$ cat config.mk
export PLATFORM = sky130hd
export DESIGN_NAME = seg_scan_ctrl
export DESIGN_NICKNAME = d
export VERILOG_FILES = /design/src/rtl/seg_scan_ctrl_pkg.sv /design/src/rtl/seg_scan_ctrl_hex7seg.sv /design/src/rtl/seg_scan_ctrl.sv
export SDC_FILE = /design/constraint.sdc
export NUM_CORES = 1
export LEC_CHECK = 0
export CAP_MARGIN = 5
export CORE_UTILIZATION = 40
export CTS_BUF_LIST = sky130_fd_sc_hd__clkbuf_8
export CTS_CLUSTER_SIZE = 30
export DETAILED_ROUTE_END_ITERATION = 7
export GPL_TIMING_DRIVEN = 0
export PLACE_DENSITY = 0.68
export SETUP_SLACK_MARGIN = 0.5
export SLEW_MARGIN = 20
export SYNTH_ARGS = -nofsm -noshare
export SYNTH_HDL_FRONTEND = slang
export SYNTH_SLANG_ARGS = --single-unit
$ cat constraint.sdc
create_clock -name clk -period 5.7 [get_ports clk]
set_input_delay 1.14 -clock clk [delete_from_list [all_inputs] [get_ports clk]]
set_output_delay 1.14 -clock clk [all_outputs]
set_load 0.005 [all_outputs]
$ cat src/rtl/seg_scan_ctrl_pkg.sv
// Shared types and constants for the multiplexed 8-digit seven-segment scanner.
package seg_scan_ctrl_pkg;

  typedef enum logic [1:0] {
    ST_IDLE = 2'd0,
    ST_SHOW = 2'd1,
    ST_GAP  = 2'd2
  } state_e;

  localparam logic [7:0] BLANK        = 8'hFF;
  localparam int         DEF_SCAN_DIV = 1000;
  localparam int         DEF_GAP      = 16;

endpackage

$ cat src/rtl/seg_scan_ctrl_hex7seg.sv
// Hex digit to active-low seven-segment pattern {a,b,c,d,e,f,g,dp}; dp is always off here.
module seg_scan_ctrl_hex7seg (
  input  logic [3:0] hex,
  output logic [7:0] seg
);

  always_comb begin
    seg = 8'hFF;
    case (hex)
      4'h0: seg = {7'b0000001, 1'b1};
      4'h1: seg = {7'b1001111, 1'b1};
      4'h2: seg = {7'b0010010, 1'b1};
      4'h3: seg = {7'b0000110, 1'b1};
      4'h4: seg = {7'b1001100, 1'b1};
      4'h5: seg = {7'b0100100, 1'b1};
      4'h6: seg = {7'b0100000, 1'b1};
      4'h7: seg = {7'b0001111, 1'b1};
      4'h8: seg = {7'b0000000, 1'b1};
      4'h9: seg = {7'b0000100, 1'b1};
      4'hA: seg = {7'b0001000, 1'b1};
      4'hB: seg = {7'b1100000, 1'b1};
      4'hC: seg = {7'b0110001, 1'b1};
      4'hD: seg = {7'b1000010, 1'b1};
      4'hE: seg = {7'b0110000, 1'b1};
      4'hF: seg = {7'b0111000, 1'b1};
      default: seg = 8'hFF;
    endcase
  end

endmodule

$ cat src/rtl/seg_scan_ctrl.sv
// Eight-digit seven-segment scan controller: time-multiplexed slots with blanking gap
// and frame-synchronous double buffering of the displayed data.
module seg_scan_ctrl
  import seg_scan_ctrl_pkg::*;
#(
  parameter int SCAN_DIV = DEF_SCAN_DIV,
  parameter int GAP      = DEF_GAP,
  parameter int CNT_W    = 16
) (
  input  logic        clk,
  input  logic        rst,
  input  logic [31:0] data_in,
  input  logic [7:0]  en_in,
  input  logic [7:0]  dp_in,
  input  logic        load,
  output logic [7:0]  seg,
  output logic [7:0]  an,
  output logic        frame_start,
  output logic        pending
);

  if (!((SCAN_DIV > GAP) && (GAP >= 1) &&
        (longint'(SCAN_DIV) < (longint'(1) << CNT_W)))) begin : g_bad_params
    $error("seg_scan_ctrl: need GAP >= 1, SCAN_DIV > GAP, SCAN_DIV < 2**CNT_W");
  end

  localparam logic [CNT_W-1:0] SHOW_LAST = CNT_W'(SCAN_DIV - GAP - 1);
  localparam logic [CNT_W-1:0] SLOT_LAST = CNT_W'(SCAN_DIV - 1);

  state_e           state_q, state_d;
  logic [2:0]       slot_q, slot_d;
  logic [CNT_W-1:0] cnt_q, cnt_d;

  logic [31:0] shd_data_q, shd_data_d;
  logic [7:0]  shd_en_q, shd_en_d;
  logic [7:0]  shd_dp_q, shd_dp_d;
  logic [31:0] pnd_data_q, pnd_data_d;
  logic [7:0]  pnd_en_q, pnd_en_d;
  logic [7:0]  pnd_dp_q, pnd_dp_d;
  logic        pending_q, pending_d;

  logic [7:0] seg_q, seg_d;
  logic [7:0] an_q, an_d;
  logic       frame_start_q, frame_start_d;

  logic [3:0] cur_digit;
  logic [7:0] dec_seg;
  logic       boundary;

  assign cur_digit = shd_data_q[{slot_q, 2'b00} +: 4];

  seg_scan_ctrl_hex7seg u_seg (
    .hex (cur_digit),
    .seg (dec_seg)
  );

  // Last GAP cycle of slot 7: the only point where the shadow set may change.
  assign boundary = (state_q == ST_GAP) && (slot_q == 3'd7) && (cnt_q == SLOT_LAST);

  always_comb begin
    state_d    = state_q;
    slot_d     = slot_q;
    cnt_d      = cnt_q;
    shd_data_d = shd_data_q;
    shd_en_d   = shd_en_q;
    shd_dp_d   = shd_dp_q;
    pnd_data_d = pnd_data_q;
    pnd_en_d   = pnd_en_q;
    pnd_dp_d   = pnd_dp_q;
    pending_d  = pending_q;

    case (state_q)
      ST_IDLE: begin
        if (load) begin
          shd_data_d = data_in;
          shd_en_d   = en_in;
          shd_dp_d   = dp_in;
          state_d    = ST_SHOW;
          slot_d     = 3'd0;
          cnt_d      = '0;
        end
      end
      ST_SHOW: begin
        cnt_d = cnt_q + 1'b1;
        if (cnt_q == SHOW_LAST) begin
          state_d = ST_GAP;
        end
      end
      ST_GAP: begin
        if (cnt_q == SLOT_LAST) begin
          cnt_d   = '0;
          slot_d  = slot_q + 3'd1;
          state_d = ST_SHOW;
        end else begin
          cnt_d = cnt_q + 1'b1;
        end
      end
      default: begin
        state_d = ST_IDLE;
        slot_d  = 3'd0;
        cnt_d   = '0;
      end
    endcase

    if (state_q != ST_IDLE) begin
      if (boundary) begin
        if (load) begin
          shd_data_d = data_in;
          shd_en_d   = en_in;
          shd_dp_d   = dp_in;
        end else if (pending_q) begin
          shd_data_d = pnd_data_q;
          shd_en_d   = pnd_en_q;
          shd_dp_d   = pnd_dp_q;
        end
        pending_d = 1'b0;
      end else if (load) begin
        pnd_data_d = data_in;
        pnd_en_d   = en_in;
        pnd_dp_d   = dp_in;
        pending_d  = 1'b1;
      end
    end
  end

  // Output stage sees the same state/slot that the pins will reflect one cycle later.
  always_comb begin
    an_d          = BLANK;
    seg_d         = BLANK;
    frame_start_d = 1'b0;
    if (state_q == ST_SHOW) begin
      if (shd_en_q[slot_q]) begin
        an_d[slot_q] = 1'b0;
        seg_d        = dec_seg & {7'h7F, ~shd_dp_q[slot_q]};
      end
      frame_start_d = (slot_q == 3'd0) && (cnt_q == '0);
    end
  end

  always_ff @(posedge clk) begin
    if (rst) begin
      state_q       <= ST_IDLE;
      slot_q        <= 3'd0;
      cnt_q         <= '0;
      shd_data_q    <= '0;
      shd_en_q      <= '0;
      shd_dp_q      <= '0;
      pnd_data_q    <= '0;
      pnd_en_q      <= '0;
      pnd_dp_q      <= '0;
      pending_q     <= 1'b0;
      seg_q         <= BLANK;
      an_q          <= BLANK;
      frame_start_q <= 1'b0;
    end else begin
      state_q       <= state_d;
      slot_q        <= slot_d;
      cnt_q         <= cnt_d;
      shd_data_q    <= shd_data_d;
      shd_en_q      <= shd_en_d;
      shd_dp_q      <= shd_dp_d;
      pnd_data_q    <= pnd_data_d;
      pnd_en_q      <= pnd_en_d;
      pnd_dp_q      <= pnd_dp_d;
      pending_q     <= pending_d;
      seg_q         <= seg_d;
      an_q          <= an_d;
      frame_start_q <= frame_start_d;
    end
  end

  assign seg         = seg_q;
  assign an          = an_q;
  assign frame_start = frame_start_q;
  assign pending     = pending_q;

endmodule

Word level (Yosys, flattened, before mapping)
Memory sizes are Yosys's and may differ from the RTL's.
Cells that the tools add are included.
Storage, ports and cells
  register bits: 135
  latch bits: 0
  bits in writable memories: 0
  bits in read-only memories: 112
  output and inout bits: 18
  logic and storage cells: 84
  memories: 1
Memories
  (name not given): depth 16, bits a word 7, read ports 1, clocked after Yosys merged registers in 0, wr ports 0, RTL line seg_scan_ctrl_hex7seg.sv:9  | case (hex)
Operators by class
  $add $sub $neg: 2
  multiply operators: 0
  divide/modulo/power cells: 0
  $lt $le $gt $ge: 2
  equality and inequality tests: 8
  shift operators: 1
  muxes and demuxes: 36
  bitwise operators: 6
  reduce and logical (&&, ||, !) cells: 15
Operators with widths (number)
  2-to-1 mux 32 bit: 6
  2-to-1 mux 8 bit: 12
  case mux 16 bit (3 select lines): 1
  == test 16 x 10 -> 1 bit, second input constant: 2
  2-to-1 mux 16 bit: 2
  variable part select 32 x 6 -> 4 bit: 1
  adder 16 x 1 -> 16 bit, second input constant: 1
  zero test 16 bit: 1
  case mux 3 bit (3 select lines): 1
  AND reduction 3 bit: 3
  bitwise AND 8 bit: 1
  NOT 8 bit: 1
  binary-select mux 1 bit (select 3 bit): 2
  2-to-1 mux 2 bit: 3
  2-to-1 mux 3 bit: 2
  case mux 2 bit (3 select lines): 1
  2-to-1 mux 1 bit: 5
  logical AND 1 bit: 4
  less-than comparator 3 x 4 -> 1 bit, second input constant: 1
  != test 2 bit, second input constant: 2
  NOT 1 bit: 4
  nonzero test 2 bit: 2
  adder 3 x 1 -> 3 bit, second input constant: 1
  demux 1 bit (select 3 bit): 1
  other kinds (10): 10

Depth between registers and ports, before layout
Gate-level depths: netlist (run 1).
  depth after elaboration: 6
  gate-level depth with buffers: 10
  mapped depth without buffers: 8

Hierarchy
Synthesis (run 1) repeated with hierarchy kept, for this count alone.
Unflattened totals
  cells, all modules: 895
  area total of the unflattened synthesis: 7522.2 sq um
By module, submodules not included
  seg_scan_ctrl: instances 1, cells each 858, area each 7263.2 sq um, seq. area each 2702.6 sq um
  seg_scan_ctrl_hex7seg: instances 1, cells each 37, area each 259.0 sq um, seq. area each 0.0 sq um

Worst setup path before layout (run 1)
OpenSTA, ideal clock, no wires.
  path kind: input -> register
  from: input load
  to: register shd_data_q[0]
  setup time: 0.081 ns
  arrival time: 2.255 ns
  required time: 5.619 ns
  path slack: 3.364 ns
  cell stages on the path: 5
  cell sequence: clkbuf_1 -> clkbuf_1 -> clkbuf_1 -> a21oi_1 -> a211oi_2
Between the ends
  cells in the longest elaborated chain, start to end: 6
RTL lines
  from (decl): RTL line seg_scan_ctrl.sv:15  | input logic load,
  2-to-1 mux 32 bit: RTL line seg_scan_ctrl.sv:74  | if (load) begin
  2-to-1 mux 32 bit: RTL line seg_scan_ctrl.sv:72  | case (state_q)
  2-to-1 mux 32 bit: RTL line seg_scan_ctrl.sv:111  | end else if (pending_q) begin
  2-to-1 mux 32 bit: RTL line seg_scan_ctrl.sv:107  | if (load) begin
  2-to-1 mux 32 bit: RTL line seg_scan_ctrl.sv:106  | if (boundary) begin
  2-to-1 mux 32 bit (*): RTL line seg_scan_ctrl.sv:105  | if (state_q != ST_IDLE) begin
  to (signal assigned): RTL line seg_scan_ctrl.sv:159  | shd_data_q <= shd_data_d;
  to (decl): RTL line seg_scan_ctrl.sv:34  | logic [31:0] shd_data_q, shd_data_d;
Mark *: on every way between the ends. The rest lies on a longest branch, timed or not.
A chain may end at the register's enable or synchronous reset.

Final worst setup path (run 1)
  from: input load
  to: register shd_data_q[22]
The elaborated chain is that of the path after synthesis.

==> metrics.sh, run 1 <==
OUTCOME='complete, no violations'
DRIVE_GT1_SHARE_PCT=13.7
CRITPATHREQUIREDTIME_NS=6.08
SYNTH_AREA_UM2=7400
GRT_PASS1_WL_MM=33.3
SYN_INST=850
SETUP_REPAIR_AFTER_GLOBAL_ROUTING_MISSED_ITS_MARGIN='false'
PLACEMENT.IO_BUFFERS=68
POWER.IR.VDD_WORST_mV=0.162
POSTSYNTHAREAPERCELL_UM2=8.71
DIE_AREA_UM2=19100
GRTUSAGETOTAL_PCT=21.9
CRIT_PATH_MAX_FANOUT=10
SYNTH.YOSYS.SEQ_AREA_SHARE_PCT=36.5
WORSTMARGINPINSLEW_NS=1.00
DETAILEDPLACEMENTHPWL_MM=14.3
SYN2LAYOUT_AREA_GROWTH_PCT=17.8
CLKLATENCYLATEPIN_NS=0.47
SYNTH_TOP_CELLS_BY_COUNT='dfxtp_1, nand2_1, a21oi_1'
YOSYS.AREA.TOP_TYPE_SHARE_PCT=36.5
NUMCTSBUFFERS=17
CTS_HOLD_BUFFERS_ADDED=0
IOPINCOUNT=69
BUSIEST_LAYER='met2'
DRT_FIRST_ITER_VIOLATIONS=546
WL_PER_CELL_UM=17.6
FLOORPLAN.DIE.HEIGHT_UM=138
CRITICAL_PATH.STARTPOINT_TYPE='input port'
SYNTH.NET_COUNT=916
ASYNC_RESET_FF_SHARE_PCT=0
SYNTH_ENABLE_FLOP_CELLS=0
CTS-RESIZED-GATES=0
CRIT_FAMILY='buffers and inverters'
FINAL_MAX_SLEW_VIOL_COUNT=0
VIAS=6587
CTS_TREE='built'
GLOBAL_ROUTE.OVERFLOW_TOTAL=0
SETUP_VIOL_COUNT_FINAL=0
YS.WARNINGS.COUNT=0
WORST_PATH_ARRIVAL_TIME_NS=3.65
CRITICAL-PATH-TOP-CELL-BY-COUNT='clkbuf_1'
MAXIMUM_NUMBER_OF_PINS_ON_ONE_NET_BEFORE_GLOBAL_ROUTE_REPAIR=17
HOLD-WORST-SLACK_NS=0.456
FLOORPLAN.INITIALDENSITY_PCT=41.1
CTS-ROOT-BUF='clkbuf_8'
YOSYS-TOP-CELLS-AREA='dfxtp_1, a211oi_2, mux2i_1, a21oi_1, nand2_1'
CPPEAKSTAGEDELAY_NS=0.59
ROUTABILITYCONGESTION=0.853
MET1_USAGE_PCT=29.1
FINAL.SETUP.TNS_NS=0
SETUP.WORST_PATH.END_CLASS='register'
NUM-FILL-CELLS=1773
CRITPATHSLOWESTCELL='clkdlybuf4s50_1'
GLOBALROUTEMET3UTIL_PCT=3.98
PWR_DENSITY_CELL_nW_PER_UM2=285
LEAKAGE_nW=3.11
CTS_HTREE_LEVELS=4
USE_MET2_PCT=34.8
CLK_PATH_BUF_DEPTH=2
YS.FLOP_TYPE='dfxtp_1'
CTS.REPORTEDPATHS.CLKPINSLEW_NS=0.07
DIE_WIDTH_UM=138
DRT_FIRST_PASS_ITERS=5
TIMING.FINAL.HOLD_VIOLATIONS=0
DESIGN.FINAL.NETS=1003
TOTAL_WIRELENGTH_OF_THE_DETAILED_ROUTED_DESIGN_MM=20.8
TIMING.FINAL.CRIT_SHARE_PCT=57.5
NUM_ANTENNA_CELLS=0
NUMBER_OF_GLOBAL_ROUTE_VIAS_BEFORE_REPAIR=6211
MAXCAPVIOLCOUNT=0
SLEW_HEADROOM_PCT=32.7
YOSYS.CELL_COUNT.TOP_TYPE='dfxtp_1'
DETAIL-ROUTE-ANTENNA-NETS=0
CTS_NUM_SINKS=135
TIMING.CRITICAL_PATH.CELLS='clkdlybuf4s50_1 -> clkbuf_1 -> clkbuf_1 -> clkbuf_1 -> a21oi_1 -> a211oi_2'
DETAIL_ROUTE.DRC_VIOLATIONS=0
NUMBER_OF_ANTENNA_VIOLATIONS_AT_THE_FIRST_CHECK_IN_GLOBAL_ROUTING=0
MAXCLOCKFREQUENCY_MHz=305
CORE_AREA_UM2=18000
YOSYS_REGISTER_BITS=135
PERIOD_NEEDED_NS=3.28
SYNTH_TOP_AREA_CELL='dfxtp_1'
CLOCK_SKEW_NS=0.0161
FLOORPLAN.ROWS=49
POST_SYNTH_NUM_CELL_TYPES=51
SETUP.WORST_PATH.CLASS='in2reg'
CP.BUFFERS_INVERTERS=4
HOLD_PATH.CLASS='reg2reg'
VIAS_PER_CELL=5.59
POST_CTS_BUFFERS=0
layout by cell type, fill, tap and decap left out, types with 45 or more instances in the layout:
cell type and count:
a211oi_1 47, a211oi_2 50, a21oi_1 104, and3_1 48
clkbuf_1 45, clkdlybuf4s50_1 68, dfxtp_1 135, mux2i_1 55
nand2_1 118, nor2_1 72
final timing paths:
kind | startpoint | endpoint | slack, ns | cells after the start
setup / recovery | load | shd_data_q[22]$_SDFF_PP0_ | 2.42 | 6
hold reg to reg | pnd_data_q[2]$_SDFFE_PP0P_ | pnd_data_q[2]$_SDFFE_PP0P_ | 0.46 | 2
hold / removal | pnd_data_q[2]$_SDFFE_PP0P_ | pnd_data_q[2]$_SDFFE_PP0P_ | 0.46 | 2
setup reg to reg | state_q[0]$_SDFFE_PP0P_ | pnd_data_q[5]$_SDFFE_PP0P_ | 3.06 | 9
routing by layer:
layer | vias to the layer above | share of wire, %
li1 | 3262 | -
met1 | 3124 | 47
met2 | 170 | 47
met3 | 31 | 4.4
met4 | 0 | 2.0
met5 | - | 0
final cells by class:
cell class	count	area, µm²	area share, %
clock inverter	13	90.1	1.03
inverter	12	45.0	0.516
sequential	135	2700	31.0
timing repair buffer	68	681	7.80
multi-input combinational	628	4280	49.0
tap	229	287	3.28
buffer	75	382	4.37
clock buffer	19	262	3.00
kinds of logic (layout without fill, tap and decap cells):
group	count (synthesis)	count (layout)	synth area share, %
simple gates	301	301	19.4
compound gates	234	234	23.7
flops	135	135	36.5
buf+inv	87	187	5.76
mux	70	70	11.2
fa+ha+maj	15	15	2.53
xor+xnor	8	8	0.946
power by group:
part           internal (mW)  switching [mW]  leakage [nW]
Clock                  0.356           0.382         0.202
Sequential              1.03          0.0607          1.10
Combinational          0.265           0.394          1.80
metrics by stage:
step	total power [mW]	cell area (µm²)	util (%)	instances	setup WS (ns)
final	2.48	8720	48.4	1179	2.42
after global routing	2.60	8720	48.4	1179	2.34
after CTS	2.49	8720	48.4	1179	2.49
after detailed placement	1.76	8370	46.4	1147	2.01
after global placement	1.75	8370	46.4	1147	2.02
after floorplan	1.55	7400	-	850	3.36
worst min-delay path: stages, from the launching register on:
cell	delay, ns
dfxtp_1	0.31
nand2_1	0.05
a21oi_1	0.05
registers in the layout, indices dropped and copies added, names as in the netlist:
| signal | cells |
|---|---|
| pending | 1 |
| pnd_en_q | 8 |
| frame_start | 1 |
| cnt_q | 16 |
| pnd_data_q | 32 |
| shd_data_q | 32 |
| pnd_dp_q | 8 |
| an | 8 |
| slot_q | 3 |
| seg | 8 |
| shd_dp_q | 8 |
| shd_en_q | 8 |
| state_q | 2 |
Note: power is estimated with default switching activity, not from simulation.
==> run 2: changes to the inputs <==
==> constraint.sdc (replaced) <==
create_clock -name clk -period 3.3 [get_ports clk]
set_input_delay 0.66 -clock clk [delete_from_list [all_inputs] [get_ports clk]]
set_output_delay 0.66 -clock clk [all_outputs]
set_load 0.005 [all_outputs]
==> run 2 against run 1 <==
Compared with the run above:
- via count is 0.39% lower
- highest routed layer unchanged
- critical path depth is 1 higher
- hold slack hardly changed
- largest power group unchanged
- clock skew hardly changed
==> metrics.sh, run 2 (synthesis results as in run 1) <==
CLK_PATH_BUF_DEPTH=2  # unchanged
SETUP.WORST_PATH.CLASS='in2reg'
CRITPATHREQUIREDTIME_NS=3.62  # -2.46 ns
VIAS=6561  # -0.39%
CPPEAKSTAGEDELAY_NS=0.60  # about the same
CTS_TREE='built'
POWER_SWITCHING_mW=1.44  # +73%
DETAILEDPLACEMENTHPWL_MM=14.3  # unchanged
VIAS_PER_CELL=5.56  # -0.39%
NUM_ANTENNA_CELLS=0  # unchanged
HOLD_PATH.CLASS='reg2reg'
DRIVE_GT1_SHARE_PCT=13.9  # +0.21 points
TOTAL_WIRELENGTH_OF_THE_DETAILED_ROUTED_DESIGN_MM=20.7  # -0.38%
FINAL.SETUP.TNS_NS=0  # unchanged
FINAL.SETUP.WORST_SLACK_NS=0.591  # -1.83 ns
OUTCOME='complete, no violations'
NUM-FILL-CELLS=1775  # +0.11%
NUMBER_OF_ANTENNA_VIOLATIONS_AT_THE_FIRST_CHECK_IN_GLOBAL_ROUTING=0  # unchanged
GLOBAL_ROUTE.OVERFLOW_TOTAL=0  # unchanged
CTS_NUM_SINKS=135  # unchanged
POWER.IR.VDD_WORST_mV=0.292  # +80%
CRIT_PATH_MAX_FANOUT=10  # unchanged
FINAL_COMMON_CELL='dfxtp_1'
FLOORPLAN.ROWS=49  # unchanged
MAXCAPVIOLCOUNT=0  # unchanged
CRIT_FAMILY='buffers and inverters'
WL_PER_CELL_UM=17.5  # -0.38%
WORST_PATH_ARRIVAL_TIME_NS=3.03  # -0.62 ns
WORSTMARGINPINSLEW_NS=1.01  # +0.00484 ns
DESIGN.FINAL.NETS=1003  # unchanged
DRT_FIRST_ITER_VIOLATIONS=546  # unchanged
NUMCTSBUFFERS=17  # unchanged
SETUP.WORST_PATH.END_CLASS='register'
POWER_SWITCHING_SHARE_PCT=33.6  # about the same
IOPINCOUNT=69  # unchanged
MOSTFREQUENTLAYOUTCELLS='dfxtp_1, nand2_1, a21oi_1'
SLEW_HEADROOM_PCT=32.4  # -0.32 points
POWER_REPORT.INTERNAL_TOTAL_mW=2.85  # +73%
ROUTABILITYCONGESTION=0.853  # unchanged
SETUP_REPAIR_AFTER_GLOBAL_ROUTING_MISSED_ITS_MARGIN='false'
MAXIMUM_NUMBER_OF_PINS_ON_ONE_NET_BEFORE_GLOBAL_ROUTE_REPAIR=17  # unchanged
SHARE_CLK_OF_TOTAL_POWER_PCT=29.7  # about the same
NUMBER_OF_GLOBAL_ROUTE_VIAS_BEFORE_REPAIR=6211  # unchanged
TIMING.CRITICAL_PATH.CELLS='clkdlybuf4s50_1 -> clkbuf_1 -> clkbuf_1 -> clkbuf_1 -> nor2_1 -> a21oi_1 -> a211oi_2'
CTS-ROOT-BUF='clkbuf_8'
TIMING.FINAL.CRIT_SHARE_PCT=82.1
DIE_AREA_UM2=19100  # unchanged
CLOCK_SKEW_NS=0.0157  # -0.000308 ns
CLKLATENCYLATEPIN_NS=0.47  # about the same
FINAL_MAX_SLEW_VIOL_COUNT=0  # unchanged
LEAKAGE_nW=3.11  # +0.20%
PWR_DENSITY_CELL_nW_PER_UM2=491  # +73%
SEQ_POWER_SHARE_PCT=43.7  # about the same
SYN2LAYOUT_AREA_GROWTH_PCT=17.8  # about the same
GRT_PASS1_WL_MM=33.3  # unchanged
CORE_AREA_UM2=18000  # unchanged
CTS_HOLD_BUFFERS_ADDED=0  # unchanged
GRTUSAGETOTAL_PCT=21.9  # unchanged
PERIOD_NEEDED_NS=2.71
CRITPATHSLOWESTCELL='clkdlybuf4s50_1'
CRITICAL_PATH.STARTPOINT_TYPE='input port'
CTS_HTREE_LEVELS=4  # unchanged
FLOORPLAN.INITIALDENSITY_PCT=41.1  # unchanged
CTS.REPORTEDPATHS.CLKPINSLEW_NS=0.08  # about the same
DIE_WIDTH_UM=138  # unchanged
SETUP_VIOL_COUNT_FINAL=0  # unchanged
FLOORPLAN.DIE.HEIGHT_UM=138  # unchanged
DRT_FIRST_PASS_ITERS=5  # unchanged
TIMING.FINAL.HOLD_VIOLATIONS=0  # unchanged
CRITICAL-PATH-TOP-CELL-BY-COUNT='clkbuf_1'
PRECTSSETUPSLACK_NS=0.0861  # -1.92 ns
DETAIL-ROUTE-ANTENNA-NETS=0  # unchanged
POWER.SHARE.COMBINATIONAL_PCT=26.6  # about the same
MAXCLOCKFREQUENCY_MHz=369
REG_TOP3='pnd_data_q: 32 flops, shd_data_q: 32 flops, cnt_q: 16 flops'
PLACEMENT.IO_BUFFERS=68  # unchanged
CP.BUFFERS_INVERTERS=4  # unchanged
DETAIL_ROUTE.DRC_VIOLATIONS=0  # unchanged
-- run 2: cell counts in the layout (fill, tap and decap cells not counted) --
No cell type changed its count.
-- run 2: layout make-up --
cell class / count / area, µm² / share of cell area (%)
Buffer: 75 / 384 / 4.40
Clock buffer: 19 / 262 / 3.00
Clock inverter: 13 / 90.1 / 1.03
Inverter: 12 / 45.0 / 0.516
Multi-Input combinational cell: 628 / 4280 / 49.0
Sequential cell: 135 / 2700 / 31.0
Tap cell: 229 / 287 / 3.28
Timing Repair Buffer: 68 / 681 / 7.80
-- run 2: repair_timing --
action / CTS / global route
resized for setup: 0 / 4
buffers inserted: 0 / 0
endpoints found under the setup margin: 0 / 36
-- run 2: per-layer routing --
| metal | vias to the layer above | global-route usage (%) | part of all wire (%) |
|---|---|---|---|
| met3 | 33 | 3.98 | 4.7 |
| met2 | 179 | 34.8 | 47 |
| met1 | 3087 | 29.1 | 46 |
| met5 | - | 0 | 0 |
| li1 | 3262 | - | - |
| met4 | 0 | 9.08 | 2.2 |
-- run 2: path summary, 6_finish.rpt --
path | start | to | slack (ns) | cells past startpoint
min reg2reg | pnd_data_q[2]$_SDFFE_PP0P_ | pnd_data_q[2]$_SDFFE_PP0P_ | 0.46 | 2
min | pnd_data_q[2]$_SDFFE_PP0P_ | pnd_data_q[2]$_SDFFE_PP0P_ | 0.46 | 2
max reg2reg | state_q[0]$_SDFFE_PP0P_ | shd_data_q[22]$_SDFF_PP0_ | 0.69 | 8
max | load | shd_data_q[25]$_SDFF_PP0_ | 0.59 | 7
-- run 2: power by group through the flow --
stage / clock [mW] / combinational, mW / sequential (mW)
final: 1.27 / 1.14 / 1.88
after detailed placement: 0 / 1.12 / 1.91
after global routing: 1.35 / 1.24 / 1.89
after global placement: 0 / 1.11 / 1.91
after floorplan: 0 / 0.802 / 1.87
after CTS: 1.29 / 1.13 / 1.87
-- run 2: worst reg2reg max path, cell delays in order (launching register included) --
cell and delay, ns:
dfxtp_1 0.35, inv_1 0.09, ha_1 0.14, clkbuf_1 0.39
nand2_1 0.23, nor4_4 0.73, buf_6 0.27, buf_6 0.20
a211oi_2 0.09
-- run 2: stage by stage --
step	cells	util (%)	cell area, µm²	power (mW)	hold slack [ns]
after floorplan	850	-	7400	2.67	0.436
after global placement	1147	46.4	8370	3.02	0.443
after detailed placement	1147	46.4	8370	3.03	0.448
after CTS	1179	48.4	8720	4.29	0.458
after global routing	1179	48.4	8730	4.48	0.475
final	1179	48.4	8730	4.29	0.456
==> run 3: changes to the inputs <==
--- a/config.mk
+++ b/config.mk
@@ -11,7 +11,7 @@
 export CTS_CLUSTER_SIZE = 30
 export DETAILED_ROUTE_END_ITERATION = 7
 export GPL_TIMING_DRIVEN = 0
-export PLACE_DENSITY = 0.68
+export PLACE_DENSITY = 0.7
 export SETUP_SLACK_MARGIN = 0.5
 export SLEW_MARGIN = 20
 export SYNTH_ARGS = -nofsm -noshare
==> constraint.sdc (replaced) <==
create_clock -name clk -period 2.3 [get_ports clk]
set_input_delay 0.46 -clock clk [delete_from_list [all_inputs] [get_ports clk]]
set_output_delay 0.46 -clock clk [all_outputs]
set_load 0.005 [all_outputs]
==> run 3 against run 2 <==
Compared with the run above:
- routed wire length is 12% higher
- via count is 8.6% higher
- setup slack worse by 0.53 ns
- register-to-register slack worse by 0.63 ns
- combinational power is 89% higher
- clock power is 82% higher
- utilization is 8.3 points higher
- first-iteration DRC count is 7.5% higher
- critical path depth is 1 lower
- cell area is 17% higher
- die area stayed put
- non-clock buffer count is 49 higher
- critical path type is now reg2reg
- highest routed layer unchanged
==> metrics.sh, run 3 (synthesis results as in run 1) <==
TIMING.FINAL.CRIT_SHARE_PCT=97.2
PLACE_INST=1147  # unchanged
DRIVE_GT1_SHARE_PCT=32.6  # +19 points
PRECTSSETUPSLACK_NS=-0.727  # -0.813 ns
GRT_PASS1_WL_MM=35.9  # +7.9%
GRTUSAGETOTAL_PCT=23.5  # +1.6 points
CTS_HOLD_BUFFERS_ADDED=0  # unchanged
NUMBER_OF_GLOBAL_ROUTE_VIAS_BEFORE_REPAIR=6614  # +6.5%
FF_LATCH_AREA_UM2=2740  # +1.5%
GLOBAL_ROUTE.OVERFLOW_TOTAL=0  # unchanged
CTS_NUM_SINKS=135  # unchanged
DIE_AREA_UM2=19100  # unchanged
FINAL_MAX_SLEW_VIOL_COUNT=0  # unchanged
CRIT_PATH_MAX_FANOUT=8  # -2
NUMCTSBUFFERS=17  # unchanged
PLACEMENT.IO_BUFFERS=68  # unchanged
CRITICAL_PATH.STARTPOINT_TYPE='register'
FLOORPLAN.INITIALDENSITY_PCT=41.1  # unchanged
ROUTABILITYCONGESTION=0.841  # -1.4%
CORE_AREA_UM2=18000  # unchanged
CLKLATENCYLATEPIN_NS=0.48  # about the same
LEAKAGE_nW=3.66  # +18%
SETUP.WORST_PATH.CLASS='reg2reg'
CTS_TREE='built'
MOSTFREQUENTLAYOUTCELLS='dfxtp_1, nand2_1, a21oi_1'
SETUP_VIOL_COUNT_FINAL=0  # unchanged
POWER.IR.VDD_WORST_mV=0.819  # +180%
POST-ROUTE-UTIL_PCT=56.7  # +8.3 points
SYN2LAYOUT_AREA_GROWTH_PCT=38.1
TIMING.CRITICAL_PATH.CELLS='buf_12 -> mux4_2 -> mux2_4 -> buf_4 -> mux2_2 -> o221ai_1'
CTS.REPORTEDPATHS.CLKPINSLEW_NS=0.08  # about the same
SETUP_REPAIR_AFTER_GLOBAL_ROUTING_MISSED_ITS_MARGIN='true'
TOTAL_WIRELENGTH_OF_THE_DETAILED_ROUTED_DESIGN_MM=23.2  # +12%
FINAL.SETUP.WORST_SLACK_NS=0.0638  # -0.527 ns
SETUP.WORST_PATH.END_CLASS='register'
NUM-FILL-CELLS=1561  # -12%
NUM_ANTENNA_CELLS=0  # unchanged
DETAIL-ROUTE-ANTENNA-NETS=0  # unchanged
VIAS=7125  # +8.6%
TIMING.FINAL.HOLD_VIOLATIONS=0  # unchanged
FLOORPLAN.DIE.HEIGHT_UM=138  # unchanged
HOLD_PATH.CLASS='reg2reg'
DETAILEDPLACEMENTHPWL_MM=14.6  # +1.8%
REG_TOP3='pnd_data_q: 32 flops, shd_data_q: 32 flops, cnt_q: 16 flops'
CTS_HTREE_LEVELS=4  # unchanged
PERIOD_NEEDED_NS=2.24
FINALINSTANCEAREA_UM2=10200  # +17%
STDCELL_COUNT=1228  # +4.2%
CPPEAKSTAGEDELAY_NS=0.55  # -0.05 ns
WORSTMARGINPINSLEW_NS=0.825  # -0.182 ns
DRT_FIRST_PASS_ITERS=5  # unchanged
DETAILED_PLACE.AREA_UM2=8530  # +1.9%
CRITPATHSLOWESTCELL='mux4_2'
HOLD-WORST-SLACK_NS=0.460  # +0.00349 ns
OUTCOME='complete, no violations'
NUMBER_OF_ANTENNA_VIOLATIONS_AT_THE_FIRST_CHECK_IN_GLOBAL_ROUTING=0  # unchanged
WORST_PATH_ARRIVAL_TIME_NS=2.60  # -0.43 ns
DESIGN.FINAL.NETS=1052  # +4.9%
CRITPATHREQUIREDTIME_NS=2.66  # -0.96 ns
MAXCLOCKFREQUENCY_MHz=447
MULTI_INPUT_COMB_AREA_UM2=4840  # +13%
FINAL_COMMON_CELL='dfxtp_1'
MAXIMUM_NUMBER_OF_PINS_ON_ONE_NET_BEFORE_GLOBAL_ROUTE_REPAIR=17  # unchanged
MAXCAPVIOLCOUNT=0  # unchanged
CRIT_FAMILY='multiplexers'
FLOORPLAN.ROWS=49  # unchanged
VIAS_PER_CELL=5.80  # +4.3%
CP.BUFFERS_INVERTERS=2  # -2
CLOCK_SKEW_NS=0.0206  # +0.00487 ns
CLK_PATH_BUF_DEPTH=2  # unchanged
PWR_DENSITY_CELL_nW_PER_UM2=701  # +43%
SLEW_HEADROOM_PCT=45.0  # +13 points
DIE_WIDTH_UM=138  # unchanged
DETAIL_ROUTE.DRC_VIOLATIONS=0  # unchanged
CTS-ROOT-BUF='clkbuf_8'
WL_PER_CELL_UM=18.9  # +7.6%
DRT_FIRST_ITER_VIOLATIONS=587  # +7.5%
IOPINCOUNT=69  # unchanged
[run 3: cell types whose count changed in the layout (fill, tap and decap cells not counted), moves of 10 or more]
cell	before	now
a211oi_1	47	28
a211oi_2	50	68
a21oi_1	104	88
a21oi_2	1	16
buf_12	0	11
buf_2	17	6
buf_4	3	35
buf_6	9	21
clkbuf_1	43	13
clkbuf_2	2	17
dfxtp_1	135	117
dfxtp_2	0	11
nand2_1	118	102
nand2_2	0	10
[run 3: metrics by stage]
| step | TNS [ns] | total power, mW |
|---|---|---|
| after global routing | 0 | 7.47 |
| after detailed placement | -56.14 | 4.42 |
| after floorplan | 0 | 3.90 |
| after global placement | -55.28 | 4.39 |
| final | 0 | 7.17 |
| after CTS | 0 | 6.87 |
[run 3: worst min-delay path: stages, from the launching register on]
cell and delay (ns):
dfxtp_1 0.32, nand2_1 0.05, a21oi_1 0.05
[run 3: worst paths after layout]
check	from	to	slack, ns	cells after the start
max reg2reg	slot_q[0]$_SDFFE_PP0P_	seg[6]$_SDFF_PP1_	0.06	6
min reg2reg	pnd_data_q[7]$_SDFFE_PP0P_	pnd_data_q[7]$_SDFFE_PP0P_	0.46	2
min	pnd_data_q[7]$_SDFFE_PP0P_	pnd_data_q[7]$_SDFFE_PP0P_	0.46	2
max	slot_q[0]$_SDFFE_PP0P_	seg[6]$_SDFF_PP1_	0.06	6
[run 3: layer usage]
metal  vias to the layer above  global-route usage, %  wire [µm]
met5                         -                      0          0
met1                      3464                   31.8      10100
met4                         0                   7.81        551
met2                       248                   37.4      11300
li1                       3364                      -          -
met3                        49                   4.43       1260
[run 3: timing repair]
action	CTS	global route
pin swaps	12	48
cloned	2	3
gates resized for setup	125	106
endpoints found under the setup margin	136	135
buffers inserted	20	24
[run 3: final cells by class]
type / instances / share of cell area (%)
Buffer: 75 / 6.34
Inverter: 12 / 0.551
Sequential cell: 135 / 26.8
Clock buffer: 19 / 2.56
Timing Repair Buffer: 117 / 11.7
Tap cell: 229 / 2.80
Clock inverter: 13 / 1.87
Multi-Input combinational cell: 628 / 47.4
[run 3: report_power, final]
part	switching, mW	leakage, nW	internal, mW
combinational	1.18	2.33	0.971
sequential	0.171	1.11	2.54
clock	1.06	0.220	1.25
total	2.41	3.66	4.76
